## src/rtl/wishbone_arbiter_pkg.sv

```systemverilog
// Shared types for the two-master / three-slave Wishbone arbiter: FSM encoding,
// slave indices and slave count.
package wishbone_arbiter_pkg;

  typedef enum logic [1:0] {
    ST_IDLE = 2'd0,
    ST_GNT0 = 2'd1,
    ST_GNT1 = 2'd2
  } arb_state_t;

  localparam int NUM_SLAVES = 3;
  localparam int SLV_FLASH  = 0;
  localparam int SLV_MEM    = 1;
  localparam int SLV_CTRL   = 2;

endpackage

```

## src/rtl/wishbone_address_decoder.sv

```systemverilog
// Combinational address decode: one-hot hit per slave window [BASE, BASE+SIZE).
// The compare is done at 33 bits so a window ending at 4 GiB cannot wrap.
module wishbone_address_decoder
  import wishbone_arbiter_pkg::*;
#(
  parameter logic [31:0] S0_BASE = 32'h1000_0000,
  parameter logic [31:0] S0_SIZE = 32'h0020_0000,
  parameter logic [31:0] S1_BASE = 32'h2000_0000,
  parameter logic [31:0] S1_SIZE = 32'h0000_4000,
  parameter logic [31:0] S2_BASE = 32'h3000_0000,
  parameter logic [31:0] S2_SIZE = 32'h0000_0100
) (
  input  logic [31:0]           adr,
  output logic [NUM_SLAVES-1:0] hit
);

  function automatic logic in_window(input logic [31:0] a, input logic [31:0] base,
                                     input logic [31:0] size);
    logic [32:0] lo;
    logic [32:0] hi;
    lo = {1'b0, base};
    hi = {1'b0, base} + {1'b0, size};
    return ({1'b0, a} >= lo) && ({1'b0, a} < hi);
  endfunction

  always_comb begin
    hit            = '0;
    hit[SLV_FLASH] = in_window(adr, S0_BASE, S0_SIZE);
    hit[SLV_MEM]   = in_window(adr, S1_BASE, S1_SIZE);
    hit[SLV_CTRL]  = in_window(adr, S2_BASE, S2_SIZE);
  end

endmodule

```

## src/rtl/wishbone_arbiter.sv

```systemverilog
// Round-robin arbiter sharing one Wishbone classic bus between two masters, with
// address decode to three slaves and err on unmapped accesses.
// Optional slave watchdog enabled by defining WB_ARB_TIMEOUT_EN.
//
// Handshake: a granted master owns the bus from grant until it drops cyc; a
// beat completes on any edge where stb is high and one of ack/err/rty is high.
module wishbone_arbiter
  import wishbone_arbiter_pkg::*;
#(
  parameter logic [31:0] S0_BASE        = 32'h1000_0000,
  parameter logic [31:0] S0_SIZE        = 32'h0020_0000,
  parameter logic [31:0] S1_BASE        = 32'h2000_0000,
  parameter logic [31:0] S1_SIZE        = 32'h0000_4000,
  parameter logic [31:0] S2_BASE        = 32'h3000_0000,
  parameter logic [31:0] S2_SIZE        = 32'h0000_0100,
  parameter int unsigned TIMEOUT_CYCLES = 1024
) (
  input  logic                  clk_i,
  input  logic                  rst_i,
  input  logic                  m0_cyc_i,
  input  logic                  m0_stb_i,
  input  logic                  m0_we_i,
  input  logic [31:0]           m0_adr_i,
  input  logic [31:0]           m0_dat_i,
  input  logic [3:0]            m0_sel_i,
  output logic [31:0]           m0_dat_o,
  output logic                  m0_ack_o,
  output logic                  m0_err_o,
  output logic                  m0_rty_o,
  input  logic                  m1_cyc_i,
  input  logic                  m1_stb_i,
  input  logic                  m1_we_i,
  input  logic [31:0]           m1_adr_i,
  input  logic [31:0]           m1_dat_i,
  input  logic [3:0]            m1_sel_i,
  output logic [31:0]           m1_dat_o,
  output logic                  m1_ack_o,
  output logic                  m1_err_o,
  output logic                  m1_rty_o,
  output logic [31:0]           s_adr_o,
  output logic [31:0]           s_dat_o,
  output logic [3:0]            s_sel_o,
  output logic                  s_we_o,
  output logic [NUM_SLAVES-1:0] s_cyc_o,
  output logic [NUM_SLAVES-1:0] s_stb_o,
  input  logic [31:0]           s0_dat_i,
  input  logic                  s0_ack_i,
  input  logic                  s0_err_i,
  input  logic                  s0_rty_i,
  input  logic [31:0]           s1_dat_i,
  input  logic                  s1_ack_i,
  input  logic                  s1_err_i,
  input  logic                  s1_rty_i,
  input  logic [31:0]           s2_dat_i,
  input  logic                  s2_ack_i,
  input  logic                  s2_err_i,
  input  logic                  s2_rty_i,
  output arb_state_t            dbg_state_o
);

  arb_state_t state_q, state_d;
  logic       rr_last_q, rr_last_d;   // index of the master granted most recently
  logic       dec_err_q;
  logic       to_err_q;

  logic                  g_cyc, g_stb, g_we;
  logic [31:0]           g_adr, g_dat;
  logic [3:0]            g_sel;
  logic [NUM_SLAVES-1:0] hit, sel_hit;
  logic [31:0]           r_dat;
  logic                  r_ack, r_err, r_rty;

  always_ff @(posedge clk_i) begin
    if (rst_i) begin
      state_q   <= ST_IDLE;
      rr_last_q <= 1'b1;
    end else begin
      state_q   <= state_d;
      rr_last_q <= rr_last_d;
    end
  end

  always_comb begin
    state_d   = state_q;
    rr_last_d = rr_last_q;
    case (state_q)
      ST_IDLE: begin
        if (m0_cyc_i && m1_cyc_i) begin
          if (rr_last_q) begin
            state_d   = ST_GNT0;
            rr_last_d = 1'b0;
          end else begin
            state_d   = ST_GNT1;
            rr_last_d = 1'b1;
          end
        end else if (m0_cyc_i) begin
          state_d   = ST_GNT0;
          rr_last_d = 1'b0;
        end else if (m1_cyc_i) begin
          state_d   = ST_GNT1;
          rr_last_d = 1'b1;
        end
      end
      ST_GNT0: if (!m0_cyc_i) state_d = ST_IDLE;
      ST_GNT1: if (!m1_cyc_i) state_d = ST_IDLE;
      default: state_d = ST_IDLE;
    endcase
  end

  // Granted-master request; all zero while idle so the slave bus is quiet.
  always_comb begin
    g_cyc = 1'b0;
    g_stb = 1'b0;
    g_we  = 1'b0;
    g_adr = '0;
    g_dat = '0;
    g_sel = '0;
    case (state_q)
      ST_GNT0: begin
        g_cyc = m0_cyc_i;
        g_stb = m0_stb_i;
        g_we  = m0_we_i;
        g_adr = m0_adr_i;
        g_dat = m0_dat_i;
        g_sel = m0_sel_i;
      end
      ST_GNT1: begin
        g_cyc = m1_cyc_i;
        g_stb = m1_stb_i;
        g_we  = m1_we_i;
        g_adr = m1_adr_i;
        g_dat = m1_dat_i;
        g_sel = m1_sel_i;
      end
      default: ;
    endcase
  end

  wishbone_address_decoder #(
    .S0_BASE(S0_BASE), .S0_SIZE(S0_SIZE),
    .S1_BASE(S1_BASE), .S1_SIZE(S1_SIZE),
    .S2_BASE(S2_BASE), .S2_SIZE(S2_SIZE)
  ) u_decoder (
    .adr(g_adr),
    .hit(hit)
  );

  assign sel_hit = g_cyc ? hit : '0;
  assign s_cyc_o = sel_hit;
  assign s_stb_o = sel_hit & {NUM_SLAVES{g_stb}};
  assign s_adr_o = g_adr;
  assign s_dat_o = g_dat;
  assign s_sel_o = g_sel;
  assign s_we_o  = g_we;

  // Multiple response bits from one slave are passed through untouched.
  always_comb begin
    r_dat = '0;
    r_ack = 1'b0;
    r_err = 1'b0;
    r_rty = 1'b0;
    if (sel_hit[SLV_FLASH]) begin
      r_dat = s0_dat_i;
      r_ack = s0_ack_i;
      r_err = s0_err_i;
      r_rty = s0_rty_i;
    end else if (sel_hit[SLV_MEM]) begin
      r_dat = s1_dat_i;
      r_ack = s1_ack_i;
      r_err = s1_err_i;
      r_rty = s1_rty_i;
    end else if (sel_hit[SLV_CTRL]) begin
      r_dat = s2_dat_i;
      r_ack = s2_ack_i;
      r_err = s2_err_i;
      r_rty = s2_rty_i;
    end
  end

  // Self-clearing: a held miss strobe yields err on alternate cycles only.
  always_ff @(posedge clk_i) begin
    if (rst_i) dec_err_q <= 1'b0;
    else       dec_err_q <= g_cyc && g_stb && (hit == '0) && !dec_err_q;
  end

`ifdef WB_ARB_TIMEOUT_EN
  localparam int unsigned TO_W = (TIMEOUT_CYCLES > 2) ? $clog2(TIMEOUT_CYCLES) : 1;
  logic [TO_W-1:0] to_cnt_q;

  // Flag is registered one count early so err lands on the TIMEOUT_CYCLES-th strobe cycle.
  always_ff @(posedge clk_i) begin
    if (rst_i) begin
      to_cnt_q <= '0;
      to_err_q <= 1'b0;
    end else begin
      to_err_q <= 1'b0;
      if (g_cyc && g_stb && (hit != '0) && !(r_ack || r_err || r_rty || to_err_q)) begin
        if (to_cnt_q == TO_W'(TIMEOUT_CYCLES - 2)) begin
          to_cnt_q <= '0;
          to_err_q <= 1'b1;
        end else begin
          to_cnt_q <= to_cnt_q + TO_W'(1);
        end
      end else begin
        to_cnt_q <= '0;
      end
    end
  end
`else
  // No watchdog: the parameter is only referenced to keep the interface uniform.
  assign to_err_q = (TIMEOUT_CYCLES == 0) && 1'b0;
`endif

  assign m0_dat_o = (state_q == ST_GNT0) ? r_dat : '0;
  assign m0_ack_o = (state_q == ST_GNT0) && r_ack;
  assign m0_err_o = (state_q == ST_GNT0) && (r_err || dec_err_q || to_err_q);
  assign m0_rty_o = (state_q == ST_GNT0) && r_rty;
  assign m1_dat_o = (state_q == ST_GNT1) ? r_dat : '0;
  assign m1_ack_o = (state_q == ST_GNT1) && r_ack;
  assign m1_err_o = (state_q == ST_GNT1) && (r_err || dec_err_q || to_err_q);
  assign m1_rty_o = (state_q == ST_GNT1) && r_rty;

  assign dbg_state_o = state_q;

endmodule

```

## config.mk

```make
export PLATFORM = sky130hd
export DESIGN_NAME = wishbone_arbiter
export DESIGN_NICKNAME = d
export VERILOG_FILES = /design/src/rtl/wishbone_arbiter_pkg.sv /design/src/rtl/wishbone_address_decoder.sv /design/src/rtl/wishbone_arbiter.sv
export SDC_FILE = /design/constraint.sdc
export NUM_CORES = 1
export LEC_CHECK = 0
export ABC_AREA = 1
export CORE_AREA = 3 3 151 153
export DETAILED_ROUTE_END_ITERATION = 7
export DIE_AREA = 0 0 154 156
export PLACE_DENSITY = 0.52
export REMOVE_ABC_BUFFERS = 1
export SLEW_MARGIN = 20
export SYNTH_ARGS = -nofsm -noshare
export SYNTH_HDL_FRONTEND = slang
export SYNTH_SLANG_ARGS = --single-unit
export TNS_END_PERCENT = 50
```

## constraint.sdc

```tcl
create_clock -name clk_i -period 3.95 [get_ports clk_i]
set_clock_uncertainty 0.15 [all_clocks]
set_input_delay 0.9875 -clock clk_i [delete_from_list [all_inputs] [get_ports clk_i]]
set_output_delay 0.9875 -clock clk_i [all_outputs]
set_load 0.02 [all_outputs]
```

## Word-level counts from Yosys, hierarchy flattened

Index checks and enable logic that the tools add are counted.

- Order comparisons: 6
- Eq/ne operators: 5
- Multiplexer cells: 32
- Bitwise gates (word level): 1
- Reductions and logical operators: 20

Operator list:

| cell | number |
|---|---|
| 32-bit two-way mux | 5 |
| 32-bit one-hot mux with 2 select lines | 2 |
| 32-bit by 30-bit greater-or-equal comparator with 1-bit output (second input constant) | 2 |
| 32-bit by 30-bit less-than comparator with 1-bit output (second input constant) | 2 |
| 32-bit by 29-bit greater-or-equal comparator with 1-bit output (second input constant) | 1 |
| 32-bit by 29-bit less-than comparator with 1-bit output (second input constant) | 1 |
| 1-bit logical AND | 13 |
| 1-bit two-way mux | 13 |
| 2-bit two-way mux | 6 |
| 4-bit one-hot mux with 2 select lines | 1 |
| 1-bit one-hot mux with 2 select lines | 3 |
| 2-bit one-hot mux with 3 select lines | 1 |
| 2-bit inequality test (second input constant) | 2 |
| 4-bit inequality test (second input constant) | 1 |
| 3-bit AND | 1 |
| 3-bit zero test | 1 |
| 3-bit two-way mux | 1 |
| 3-bit AND reduction | 1 |
| 3-bit nonzero test | 1 |
| 2-bit by 1-bit == test with 1-bit output (second input constant) | 1 |
| 2-bit == test (second input constant) | 1 |
| 2-bit zero test | 1 |
| 2-bit AND reduction | 1 |
| 1-bit zero test | 1 |
| 1-bit logical OR | 1 |

- Register bits after elaboration: 4
- Bits of input ports: 249
- Output and inout port bits: 147
- Word-level logic and storage cells: 67

## Logic depth before layout (Yosys ltp)

Gate-level depths: netlist (run 1).

- Depth in word-level cells: 10
- Mapped depth: 18

## Cells and area by module

A second synthesis (run 1) with hierarchy kept.

- Cells, all modules: 708
- Area, all modules: 3175.5 um^2

Modules (own cells, without submodules):

| module | instances | cells each | area an instance (um^2) | seq. area each (um^2) |
|---|---|---|---|---|
| wishbone_arbiter | 1 | 669 | 3004.1 | 80.1 |
| wishbone_address_decoder | 1 | 39 | 171.4 | 0.0 |

## Least setup slack after synthesis (run 1)

OpenSTA, ideal clock, no wires.

- Path type: input-to-output
- Start: input m0_adr_i[27]
- End: output m0_dat_o[23]
- Arrival time: 2.597 ns
- Required time: 2.812 ns
- Setup slack: 0.215 ns
- Cell stages on the path: 14
- Path buffers: 1
- Path through: nand2_1 nand2_1 nand2_1 nand2_1 nor2_1 nand2_1 nor2_2 nand4_4 nor2_8 buf_4 nand2_1 nand3_1 nand2_1 nor2_1

- Elaborated cells on any way between the ends: 15

RTL lines:

| item | line | source |
|---|---|---|
| start: declaration | wishbone_arbiter.sv:23 | `input logic [31:0] m0_adr_i,` |
| 32-bit one-hot mux with 2 select lines * | wishbone_arbiter.sv:118 | `case (state_q)` |
| 32-bit by 30-bit greater-or-equal comparator with 1-bit output / 32-bit by 30-bit less-than comparator with 1-bit output (equally long branches) | wishbone_address_decoder.sv:23 | `return ({1'b0, a} >= lo) && ({1'b0, a} < hi);` |
| 1-bit logical AND * | wishbone_address_decoder.sv:23 |  |
| 3-bit two-way mux * | wishbone_arbiter.sv:148 | `assign sel_hit = g_cyc ? hit : '0;` |
| via s_cyc_o[1] | wishbone_arbiter.sv:44 | `output logic [NUM_SLAVES-1:0] s_cyc_o,` |
| 32-bit two-way mux * | wishbone_arbiter.sv:167 | `end else if (sel_hit[SLV_MEM]) begin` |
| 32-bit two-way mux * | wishbone_arbiter.sv:162 | `if (sel_hit[SLV_FLASH]) begin` |
| 32-bit two-way mux * | wishbone_arbiter.sv:214 | `assign m0_dat_o = (state_q == ST_GNT0) ? r_dat : '0;` |
| end: declaration | wishbone_arbiter.sv:26 | `output logic [31:0] m0_dat_o,` |

Mark *: on every way through the listed nets, which the timed path passes. The rest lies on a longest branch.

## Final worst setup path (run 1)

- Start: input m0_adr_i[16]
- End: output m1_dat_o[16]

- Word-level cells in the longest chain between the ends: 8
- Elaborated cells on any way between the ends: 15

Ends and longest elaborated chain:

| item | line | source |
|---|---|---|
| 32-bit one-hot mux with 2 select lines * | wishbone_arbiter.sv:118 |  |
| 32-bit by 30-bit greater-or-equal comparator with 1-bit output / 32-bit by 30-bit less-than comparator with 1-bit output (equally long branches) | wishbone_address_decoder.sv:23 |  |
| 1-bit logical AND | wishbone_address_decoder.sv:23 |  |
| 3-bit two-way mux * | wishbone_arbiter.sv:148 |  |
| 32-bit two-way mux | wishbone_arbiter.sv:172 | `end else if (sel_hit[SLV_CTRL]) begin` |
| 32-bit two-way mux | wishbone_arbiter.sv:167 |  |
| 32-bit two-way mux * | wishbone_arbiter.sv:162 |  |
| 32-bit two-way mux * | wishbone_arbiter.sv:218 | `assign m1_dat_o = (state_q == ST_GNT1) ? r_dat : '0;` |
| end: declaration | wishbone_arbiter.sv:36 | `output logic [31:0] m1_dat_o,` |

Every way passes the cells marked *; elsewhere a longest branch is shown, timed or not.

==> impl_metrics.env, run 1 <==
export IMPL_status="finished, violations left"
export IMPL_violations="setup timing"
export IMPL_core_area_um2=21690
export IMPL_drv_cap=0
export IMPL_area_growth_pct=204.8
export IMPL_fmax_mhz=249.4
export IMPL_first_pass_iters=5
export IMPL_synthAdderAreaFrac_pct=1.221
export IMPL_ios=396
export IMPL_crit_path_start_kind="input port"
export IMPL_power_density_nw_per_um2=154.2
export IMPL_p_sw_uw=643.0
export IMPL_drtAntennaViolNets=0
export IMPL_endpoint_kind="output pin"
export IMPL_layoutNonFillerInstCount=1474
export IMPL_synth_xor_area_share_pct=0
export IMPL_gp_congestion=0.8674
export IMPL_die_w_um=154
export IMPL_maxSlewHeadroom_pct=65.57
export IMPL_grt_overflow=0
export IMPL_worst_pin_slew_ps=516.5
export IMPL_min_delay_start="rr_last_q"
export IMPL_rsz0062_at_grt="yes"
export IMPL_whs_ps=325.0
export IMPL_yosysSeqAreaShare_pct=2.605
export IMPL_cts_root_buf="clkbuf_16"
export IMPL_grt_usage_pct=17.47
export IMPL_ys_ff_latch=4
export IMPL_vias=6089
export IMPL_finalSetupViolCount=11
export IMPL_vias_per_cell=4.131
export IMPL_hold_path_class="flip-flop to flip-flop"
export IMPL_place_inst=1392
export IMPL_ys_types=25
export IMPL_dpl_hpwl_mm=17.42
export IMPL_cts_buffers=3
export IMPL_preCtsSetupSlack_ps=-759.0
export IMPL_clk_pin_slew_ps=30
export IMPL_syn_avg_cell_area_um2=4.430
export IMPL_swShare_pct=44.52
export IMPL_design_die_area_um2=24020
export IMPL_fin_ws_ps=-60.08
export IMPL_post_route_period_util_pct=101.5
export IMPL_finalCriticalPeriod_ps=4010
export IMPL_power_leakage_uw=0.004462
export IMPL_num_rows=54
export IMPL_layout_common_cells="262 x clkdlybuf4s50_1, 196 x nand2_1, 159 x buf_4, 66 x inv_1, 65 x nand2_2"
export IMPL_wl_mm=23.49
export IMPL_synth_compound_area_share_pct=9.402
export IMPL_p_clk_share_pct=10.9
export IMPL_synth_cells=694
export IMPL_drive_gt1_share_pct=37.55
export IMPL_h_tree_depth=1
export IMPL_finalHoldViolations=0
export IMPL_dpl_cell_area_um2=7765
export IMPL_postCtsHoldBufs=0
export IMPL_antenna_found_initial=1
export IMPL_combPwrFrac_pct=85.4
export IMPL_clock_latency_ps=220
export IMPL_start_util_pct=14.17
export IMPL_clockBufferDepth=2
export IMPL_drtIter0Drc=312
export IMPL_ir_drop_mv=0.1169
export IMPL_drc=0
export IMPL_grt_pass1_wl_mm=33.85
export IMPL_synth_area_um2=3074
export IMPL_yosys_warnings=0
export IMPL_grt_pass1_vias=5971
export IMPL_synth_area_mux_share_pct=0
export IMPL_critical_path_class="input port to output pin"
export IMPL_die_h_um=156
export IMPL_grt_max_degree=46
export IMPL_p_int_uw=801.4
export IMPL_startpoint="m0_adr_i[16]"
export IMPL_crit_fanout=6
export IMPL_cp_data_required_time_ps=2810
export IMPL_avgRoutedWirePerCell_um=15.94
export IMPL_fin_nets=1447
export IMPL_report_final_slew_viol_count=0
export IMPL_clock_sinks=4
export IMPL_reg2reg_from="dbg_state_o[0]"
export IMPL_synth_top_family_by_area="simple AND/OR/NAND/NOR gates"
export IMPL_design_area_um2=9370
export IMPL_final_common_cell="clkdlybuf4s50_1"
export IMPL_power_frac_seq_pct=3.6
export IMPL_worst_endpoint_arrival_ps=2870
export IMPL_io_buffers=395
export IMPL_cts_tree="yes"
export IMPL_power_uw=1444
export IMPL_synth_simple_gate_area_share_pct=69.68
[registers in the layout, indices dropped and copies added (netlist names)]
name         cells
dbg_state_o      2
dec_err_q        1
rr_last_q        1
[layer usage]
layer,share of wire [%],track usage [%],wire length (um),vias to the layer above
li1,-,-,-,3114
met1,41,22.35,9684,2715
met2,50,31.16,11800,234
met3,6.6,2.691,1543,26
met4,2.0,3.574,462,0
met5,0,0,0,-
[kinds of logic (layout without fill, tap and decap cells)]
logic type                 count (synthesis)  in the layout
and+or+nand+nor                          507            507
buffers and inverters                    123            622
AOI/OAI and AO/OA                         57             57
DFF                                        4              4
adders and majority gates                  3              3
other                                      0              1
[worst max-delay path: stages]
cell and delay [ps]:
clkdlybuf4s15_1 160, nand2_1 60, nand2_1 70, nand2_2 70, nand2_2 60, nor2_2 110, nand2_2 100, nor2_4 130
nand3_4 230, buf_12 220, buf_8 130, nor2_4 80, nand3_2 90, nand3_2 80, nand2_4 70, nor2_4 100
buf_6 120
[power by group through the flow]
stage          combinational, uW  sequential (uW)  clock, uW
6_report                    1230             52.3        158
2_1_floorplan                378             52.6          0
3_5_place_dp                1000             49.4          0
5_1_grt                     1330             53.2        164
4_1_cts                     1140             51.7        161
3_3_place_gp                1000             49.4          0
[worst paths after layout]
check,end,slack (ps),cells past startpoint
setup / recovery,m1_dat_o[16],-60,17
hold / removal,rr_last_q,330,2
setup reg to reg,dec_err_q,1620,15
hold reg to reg,rr_last_q,330,2
[area by class of cell]
class                   count  area [um^2]
well taps                 280        350.3
fillers                  2273        12320
clock buffers               3        75.07
repair buffers            544         5283
inverters                  75        284.0
flip-flops and latches      4        87.58
multi-input cells         567         3288
diodes                      1        2.502
[Yosys cell counts]
library cell	number	share of area, %
a22o_1	1	0.28
or2_0	30	6.1
nand3_2	1	0.33
ha_1	3	1.2
nand4_1	2	0.41
buf_1	13	1.6
nor2_1	113	14
clkbuf_1	20	2.4
buf_6	6	2.2
inv_1	70	8.5
inv_2	5	0.61
nor2_8	1	0.65
a21oi_1	49	8.0
nor2_4	1	0.37
buf_2	6	0.98
o21ai_0	5	0.81
nor2_2	2	0.41
buf_4	3	0.73
or2_1	4	0.81
nor3_1	5	0.81
o21ai_1	2	0.33
nand4_4	1	0.69
nand3_1	72	12
nand2_1	275	34
dfxtp_1	4	2.6
[repair_timing]
action,CTS,global route
buffers inserted,55,14
gates resized for setup,491,295
setup endpoints to repair,76,80
pin swaps,40,93
cloned,7,4
[through the flow]
step	utilization [%]	TNS, ps
floorplan	-	-207300
finish	43.20	-290.1
global placement	35.80	-53480
CTS	38.58	-2676
detailed placement	35.80	-53510
global route	43.20	-7910
(Power assumes the default switching activity.)
==> run 2: changes to the inputs <==
CTS_CLUSTER_SIZE = 12   (was not set)
==> results of run 2 <==
Final layout, timing and power as in run 1 (identical DEF).
